==> src/rtl/retire_mc.sv <==
// Multi-lane retire stage: tag-based wrong-path kill, 2-stage register
// write-back pipe, PC redirect, and a store queue drained over valid/ready.
module retire_mc #(
  parameter int unsigned XLEN      = 32,
  parameter int unsigned NUNITS    = 4,
  parameter int unsigned ADDR_LANE = 1,
  parameter int unsigned TAG_W     = 4,
  parameter int unsigned SB_DEPTH  = 4
) (
  input  logic                        clk,
  input  logic                        reset,
  input  logic                        valid_in,
  input  logic [NUNITS*XLEN-1:0]      result,
  input  logic [$clog2(NUNITS)-1:0]   unit_sel,
  input  logic [TAG_W-1:0]            instruction_tag,
  input  logic                        jump,
  input  logic                        we,
  input  logic [4:0]                  rd,
  input  logic                        write_in,
  input  logic [1:0]                  size_in,
  input  logic                        mem_ready,
  output logic                        reg_we,
  output logic [4:0]                  reg_addr,
  output logic [XLEN-1:0]             WrData,
  output logic                        new_pc_valid,
  output logic [XLEN-1:0]             New_pc,
  output logic [TAG_W-1:0]            curr_tag,
  output logic                        mem_valid,
  output logic [XLEN-1:0]             write_address,
  output logic [XLEN-1:0]             DATA_out,
  output logic [1:0]                  size,
  output logic                        sb_full,
  output logic [$clog2(SB_DEPTH):0]   sb_count,
  output logic                        sb_overflow,
  output logic [15:0]                 kill_count
);

  localparam int unsigned SEL_W = $clog2(NUNITS);
  localparam int unsigned PTR_W = $clog2(SB_DEPTH);
  localparam int unsigned CNT_W = PTR_W + 1;

  logic [XLEN-1:0]  sel_data;
  logic [XLEN-1:0]  addr_data;
  logic             accept_c;
  logic             kill_c;
  logic             pop_c;
  logic             push_c;
  logic             drop_c;
  logic [CNT_W-1:0] count_nxt;
  logic [PTR_W-1:0] rd_nxt;
  logic [XLEN-1:0]  head_addr_nxt;
  logic [XLEN-1:0]  head_data_nxt;
  logic [1:0]       head_size_nxt;

  logic [PTR_W-1:0] wr_ptr;
  logic [PTR_W-1:0] rd_ptr;
  logic [XLEN-1:0]  sb_addr_q [SB_DEPTH];
  logic [XLEN-1:0]  sb_data_q [SB_DEPTH];
  logic [1:0]       sb_size_q [SB_DEPTH];

  logic             wb1_v;
  logic [4:0]       wb1_addr;
  logic [XLEN-1:0]  wb1_data;

  // Lane selection and kill/accept decision against the current tag
  always_comb begin
    sel_data = '0;
    for (int u = 0; u < NUNITS; u++) begin
      if (unit_sel == SEL_W'(u)) sel_data = result[u*XLEN +: XLEN];
    end
    addr_data = result[ADDR_LANE*XLEN +: XLEN];
    accept_c  = valid_in && (instruction_tag == curr_tag);
    kill_c    = valid_in && (instruction_tag != curr_tag);
  end

  // Store-queue push/pop arbitration and next head (bypass when the pushed
  // entry becomes the head in the same cycle)
  always_comb begin
    pop_c  = mem_valid && mem_ready;
    push_c = accept_c && write_in && ((sb_count != CNT_W'(SB_DEPTH)) || pop_c);
    drop_c = accept_c && write_in && !push_c;
    count_nxt = sb_count;
    if (push_c && !pop_c) count_nxt = sb_count + CNT_W'(1);
    if (!push_c && pop_c) count_nxt = sb_count - CNT_W'(1);
    rd_nxt = pop_c ? rd_ptr + PTR_W'(1) : rd_ptr;
    if (push_c && (wr_ptr == rd_nxt)) begin
      head_addr_nxt = addr_data;
      head_data_nxt = sel_data;
      head_size_nxt = size_in;
    end else begin
      head_addr_nxt = sb_addr_q[rd_nxt];
      head_data_nxt = sb_data_q[rd_nxt];
      head_size_nxt = sb_size_q[rd_nxt];
    end
  end

  // Store-queue storage; validity is tracked by pointers and count
  always_ff @(posedge clk) begin
    if (push_c) begin
      sb_addr_q[wr_ptr] <= addr_data;
      sb_data_q[wr_ptr] <= sel_data;
      sb_size_q[wr_ptr] <= size_in;
    end
  end

  // Store-queue pointers, occupancy and registered head
  always_ff @(posedge clk or negedge reset) begin
    if (!reset) begin
      wr_ptr        <= '0;
      rd_ptr        <= '0;
      sb_count      <= '0;
      sb_full       <= 1'b0;
      sb_overflow   <= 1'b0;
      mem_valid     <= 1'b0;
      write_address <= '0;
      DATA_out      <= '0;
      size          <= '0;
    end else begin
      if (push_c) wr_ptr <= wr_ptr + PTR_W'(1);
      rd_ptr      <= rd_nxt;
      sb_count    <= count_nxt;
      sb_full     <= (count_nxt == CNT_W'(SB_DEPTH));
      sb_overflow <= sb_overflow || drop_c;
      mem_valid   <= (count_nxt != '0);
      if (count_nxt != '0) begin
        write_address <= head_addr_nxt;
        DATA_out      <= head_data_nxt;
        size          <= head_size_nxt;
      end
    end
  end

  // Write-back pipe, redirect, retire tag and kill counter
  always_ff @(posedge clk or negedge reset) begin
    if (!reset) begin
      wb1_v        <= 1'b0;
      wb1_addr     <= '0;
      wb1_data     <= '0;
      reg_we       <= 1'b0;
      reg_addr     <= '0;
      WrData       <= '0;
      new_pc_valid <= 1'b0;
      New_pc       <= '0;
      curr_tag     <= '0;
      kill_count   <= '0;
    end else begin
      wb1_v        <= accept_c && we;
      wb1_addr     <= rd;
      wb1_data     <= sel_data;
      reg_we       <= wb1_v;
      reg_addr     <= wb1_addr;
      WrData       <= wb1_data;
      new_pc_valid <= accept_c && jump;
      if (accept_c && jump) begin
        New_pc   <= addr_data;
        curr_tag <= curr_tag + TAG_W'(1);
      end
      if (kill_c && (kill_count != 16'hFFFF)) kill_count <= kill_count + 16'd1;
    end
  end

endmodule

==> config.mk <==
export PLATFORM = sky130hd
export DESIGN_NAME = retire_mc
export DESIGN_NICKNAME = d
export VERILOG_FILES = /design/src/rtl/retire_mc.sv
export SDC_FILE = /design/constraint.sdc
export NUM_CORES = 1
export LEC_CHECK = 0
export ABC_AREA = 1
export CAP_MARGIN = 20
export CELL_PAD_IN_SITES_DETAIL_PLACEMENT = 0
export CELL_PAD_IN_SITES_GLOBAL_PLACEMENT = 1
export CORE_MARGIN = 10
export CORE_UTILIZATION = 45
export CTS_CLUSTER_DIAMETER = 120
export DETAILED_ROUTE_END_ITERATION = 7
export GPL_TIMING_DRIVEN = 1
export PLACE_DENSITY = 0.81
export SKIP_CTS_REPAIR_TIMING = 1
export SYNTH_ARGS = -nofsm -noshare
export SYNTH_HDL_FRONTEND = slang
export SYNTH_SLANG_ARGS = --single-unit
==> constraint.sdc <==
create_clock -name clk -period 10 [get_ports clk]
set_input_delay 2 -clock clk [delete_from_list [all_inputs] [get_ports clk]]
set_output_delay 2 -clock clk [all_outputs]
set_load 0.01 [all_outputs]
# Word level (Yosys, flattened, before mapping)
# Memory sizes are Yosys's and may differ from the RTL's. A register that Yosys moved wholly into a read port is not among the register bits.
# Cells that the tools add are included.
[op_classes]
addsub = 6
eq_ne = 8
n_mux = 9
n_reduce_logical = 20
[op_table]
columns = ["operator", "n"]
rows = [
  ["$mux W32", 4],
  ["$add A16 B1 Y16 const B", 1],
  ["$ne A16 B16 Y1 const B", 1],
  ["$logic_and A1 B1 Y1", 11],
  ["$mux W3", 2],
  ["$logic_not A1 Y1", 5],
  ["$add A2 B1 Y2 const B", 2],
  ["$add A4 B1 Y4 const B", 1],
  ["$eq A2 B2 Y1 const B", 2],
  ["$eq A4 B4 Y1", 1],
  ["$ne A4 B4 Y1", 1],
  ["$add A3 B1 Y3 const B", 1],
  ["$eq A3 B3 Y1 const B", 1],
  ["$ne A3 B3 Y1 const B", 1],
  ["$reduce_bool A3 Y1", 1],
  ["$sub A3 B1 Y3 const B", 1],
  ["$eq A2 B1 Y1 const B", 1],
  ["$logic_not A2 Y1", 1],
  ["$logic_or A1 B1 Y1", 2],
  ["$mux W1", 2],
  ["$mux W2", 1],
]
[totals]
regBits = 139
ramBits = 264
in_bits = 148
output_inout_bits = 163
memories = 3
[memory_table]
columns = ["name", "words", "width", "read_ports", "rd_ports_with_merged_regs", "write_ports", "line_no", "text"]
rows = [
  ["sb_addr_q", 4, 32, 1, 1, 1, "57", "logic [XLEN-1:0] sb_addr_q [SB_DEPTH];"],
  ["sb_data_q", 4, 32, 1, 1, 1, "58", "logic [XLEN-1:0] sb_data_q [SB_DEPTH];"],
  ["sb_size_q", 4, 2, 1, 1, 1, "59", "logic [1:0] sb_size_q [SB_DEPTH];"],
]

# Logic depth before layout (Yosys ltp)
[logic_depth]
depth_word = 8
depth_mapped = 16
depth_no_buf = 14

# Worst setup path after synthesis
# Ideal clock, no wire load.
[synth_timing]
kind = "input port to flip-flop"
startpoint = "in instruction_tag[1]"
endpoint = "mem sb_addr_q[0][0] (enable)"
t_arrival_ns = 5.440
slack_ns = 4.070
cell_stages = 8
n_path_buf = 0
path_cell_list = "inv_1 nand2_1 nand2_1 nor2_2 nand4_2 nor2_4 inv_1 nor2_1"
[synth_between]
elab_chain_cells = 6
[synth_lines]
columns = ["element", "line_no", "text"]
rows = [
  ["from (decl)", "15", "input logic [TAG_W-1:0] instruction_tag,"],
  ["$eq A4 B4 Y1", "72", "accept_c = valid_in && (instruction_tag == curr_tag);"],
  ["$logic_and A1 B1 Y1", "72", ""],
  ["$logic_and A1 B1 Y1 (2 in a row)", "80", "push_c = accept_c && write_in && ((sb_count != CNT_W'(SB_DEPTH)) || pop_c);"],
  ["$mux W1", "99", "if (push_c) begin"],
  ["$mux W1 (implied by the code)", "100", "sb_addr_q[wr_ptr] <= addr_data;"],
  ["to (decl)", "57", ""],
]
# No other way between the ends.

# Worst setup path after layout
[layout_timing]
startpoint = "in mem_ready"
endpoint = "reg write_address[24], read port of sb_addr_q"
[layout_between]
elab_chain_cells = 7
elab_cells_between_ends = 11
classes_between = "mux (3); reduce/logical (8)"
[layout_lines]
columns = ["element", "line_no", "text"]
rows = [
  ["from (decl)", "21", "input logic mem_ready,"],
  ["$logic_and A1 B1 Y1 *", "79", "pop_c = mem_valid && mem_ready;"],
  ["$logic_or A1 B1 Y1", "80", ""],
  ["$logic_and A1 B1 Y1", "80", ""],
  ["$logic_and A1 B1 Y1 / $logic_not A1 Y1 (equally long branches)", "83, 84", ""],
  ["$mux W3 / $logic_and A1 B1 Y1 (equally long branches)", "83, 84", ""],
  ["$mux W3", "84", "if (!push_c && pop_c) count_nxt = sb_count - CNT_W'(1);"],
  ["$reduce_bool A3 Y1", "125", "if (count_nxt != '0) begin"],
  ["to (decl)", "29", "output logic [XLEN-1:0] write_address,"],
]
# Mark *: on every way between the ends. The rest lies on a longest branch, timed or not.
# A chain may end at the register's enable or synchronous reset.

==> results_dict.tcl <==
set metrics [dict create \
    area_delta_synth_final_pct 27.4 \
    htreeDepth 2 \
    routed_wirelength_mm 58.4 \
    dp_hpwl_mm 37.9 \
    relSlewSlack_pct 25.0 \
    critPathMostFrequentCell "nand2_1" \
    cts.sinks 469 \
    netlist_area_um2 19100 \
    yosys.area.top_type "edfxtp_1" \
    crit_cells 14 \
    cp_max_fo 74 \
    grtUsageTotal_pct 22.5 \
    clkTransAtPathRegs_ps 60 \
    netlist_instances 1734 \
    worstSetupPathType "in -> reg" \
    setup_viol 0 \
    worstPathCellList "clkdlybuf4s50_1, nand2_1, inv_2, or2_1, nand2_4, buf_4, inv_4, buf_4, o21bai_1, o22ai_1, nand2_1, o21ai_0, nand2_1, nand2_1" \
    layout_common_cells "322 x nand2_1, 309 x clkdlybuf4s50_1, 264 x edfxtp_1, 205 x dfrtp_1, 170 x nor2_1" \
    io_buffer_count 310 \
    gp_congestion 0.841 \
    core_area_um2 41900 \
    async_reset_ff_share_pct 43.7 \
    finalCriticalPeriod_ps 5560 \
    preCtsSetupSlack_ps 3860 \
    cts_max_path_buffers 3 \
    slowest_delay_ps 690 \
    finClkSkew_ps 19.8 \
    nNetsFinal 2172 \
    io_pins 311 \
    p_leak_nw 9.98 \
    firstDrtPassIters 5 \
    synth_ff_type "edfxtp_1" \
    die_y_um 226 \
    status "finished, final reports clean" \
    grt_max_degree 99 \
    cp_data_required_time_ps 10460 \
    grt_pass1_vias 13700 \
    critPathCaptureType "flip-flop" \
    ys_ff_latch 469 \
    layout_commonest_cell "nand2_1" \
    postSynthAreaPerCell_um2 11.0 \
    finalHoldViolCount 0 \
    ys_seq_area_share_pct 68.4 \
    cts_tree "built" \
    drtAntennaViolNets 0 \
    power.density_nw_per_um2 296 \
    rows 75 \
    overflow 0 \
    max_freq_mhz 180 \
    ys_warn_count 0 \
    viasPerCell 5.39 \
    ir_drop_v 0.000217 \
    fin_setup_tns_ps 0 \
    drtIter0Drc 1272 \
    seq_area_um2 13100 \
    vias 14000 \
    drive_above_1_share_pct 5.98 \
    p_total_mw 7.19 \
    insertion_delay_ps 580 \
    rsz0062_at_grt "false" \
    start_util_pct 45.5 \
    cp-start-kind "primary input" \
    fin_crit_sh_pct 55.6 \
    yosysUniqueCellTypes 37 \
    reg2reg_depth 13 \
    hold_path.class "reg -> reg" \
    rrSetupSlack_ps 5890 \
    yosysTopAreaCellShare_pct 41.5 \
    die_area_um2 51100 \
    drc 0 \
    ys_top_cells_by_area "edfxtp_1 42%, dfrtp_1 27%, nand2_1 6.3%" \
    slew_viol_final 0 \
    die_w_um 226 \
    setup_slack_ps 4440 \
    syn-num-nets 1891 \
    cts_root_buffer "clkbuf_16" \
    grt_pass1_wl_mm 86.6 \
    synth_edf_count 264 \
    worstPathArrival_ps 6020 \
    drv_cap 0 \
    wl_per_cell_um 22.5 \
    cts-buffers-inserted 50 \
    multi_input_area_um2 5050 \
    path_delay_family "buffers and inverters" \
    fill_cells 3510 \
    hold-path-cell-count 0 \
    crit_slowest_cell "buf_4" \
    crit_buf_inv 5 \
    antenna_found_initial 4 \
    tightest_slew_ps 1130 \
]
per-layer routing:
metal	share of wire (%)	GRT usage, %	vias to the layer above	wire (µm)
met5	0.029	0	-	17
met4	3.7	9.17	2	2140
met3	7.3	4.24	99	4280
met2	47	35.2	519	27600
met1	42	30.2	6932	24400
li1	-	-	6453	-
per-stage QoR:
stage	cells	util [%]	hold slack (ps)	cell area (µm²)
finish	2599	58.0	343	24300
detailed placement	2501	53.8	335	22600
CTS	2594	57.9	346	24300
floorplan	1734	-	331	19100
global route	2597	58.0	354	24300
global placement	2501	53.8	332	22600
synthesized netlist by cell type, drive strengths merged (2+ instances only):
cell / count
nor3: 7
dfrtp: 205
nor2: 180
clkbuf: 59
nand4: 6
ha: 9
o32ai: 12
clkinv: 4
buf: 37
xor2: 17
edfxtp: 264
a21oi: 13
nand3: 117
nand2: 325
o22ai: 66
xnor2: 4
o21bai: 66
inv: 148
nor3b: 2
o21ai: 187
worst register-to-register path: stages (launching register included):
cell      delay (ps)
dfrtp_1          370
nand2_1          230
inv_2            110
or2_1            260
nand2_4          530
buf_4            750
inv_4            480
buf_4            500
o21bai_1         340
o22ai_1          110
nand2_1           60
o21ai_0          100
nand2_1           90
nand2_1           80
logic make-up (layout without fill, tap and decap cells):
kind of cell	count (synthesis)	after routing	share of synthesized area, %
AOI/OAI and AO/OA	347	347	10.7
xor gates and xnor gates	21	21	1.06
adders and majority gates	9	9	0.590
buffers and inverters	248	570	5.42
DFF	469	469	68.4
other	0	4	0
and+or+nand+nor	640	640	13.8
registers in the layout, indices dropped and copies added (netlist names), 3 cells and up:
signal / flops
wb1_addr: 5
sb_count: 3
sb_data_q: 128
curr_tag: 4
New_pc: 32
DATA_out: 32
reg_addr: 5
kill_count: 16
WrData: 32
sb_size_q: 8
wb1_data: 32
sb_addr_q: 128
write_address: 32
worst paths after layout:
kind | to | startpoint
worst max-delay path | write_address[24]$_DFFE_PN0P_ | mem_ready
worst min-delay path | WrData[15]$_DFF_PN0_ | wb1_data[15]$_DFF_PN0_
worst max register to register | write_address[24]$_DFFE_PN0P_ | mem_valid$_DFF_PN0_
worst min register to register | WrData[15]$_DFF_PN0_ | wb1_data[15]$_DFF_PN0_
max in group asynchronous | sb_full$_DFF_PN0_ | reset
min in group asynchronous | DATA_out[18]$_DFFE_PN0P_ | reset
area by class of cell:
class                   instances  share of cell area (%)
inverters                     152                    2.36
clock buffers                  65                    5.80
diodes                          4                  0.0412
clock inverters                28                    1.24
repair buffers                325                    13.3
multi-input cells            1017                    20.8
flip-flops and latches        469                    53.7
well taps                     539                    2.77
power breakdown:
part	total, mW	switching [mW]	internal, mW	leakage (nW)
registers	2.58	0.205	2.37	4.86
logic	2.71	1.60	1.11	4.28
clock network	1.91	0.762	1.15	0.845
total	7.19	2.56	4.63	9.98
(Power assumes the default switching activity.)
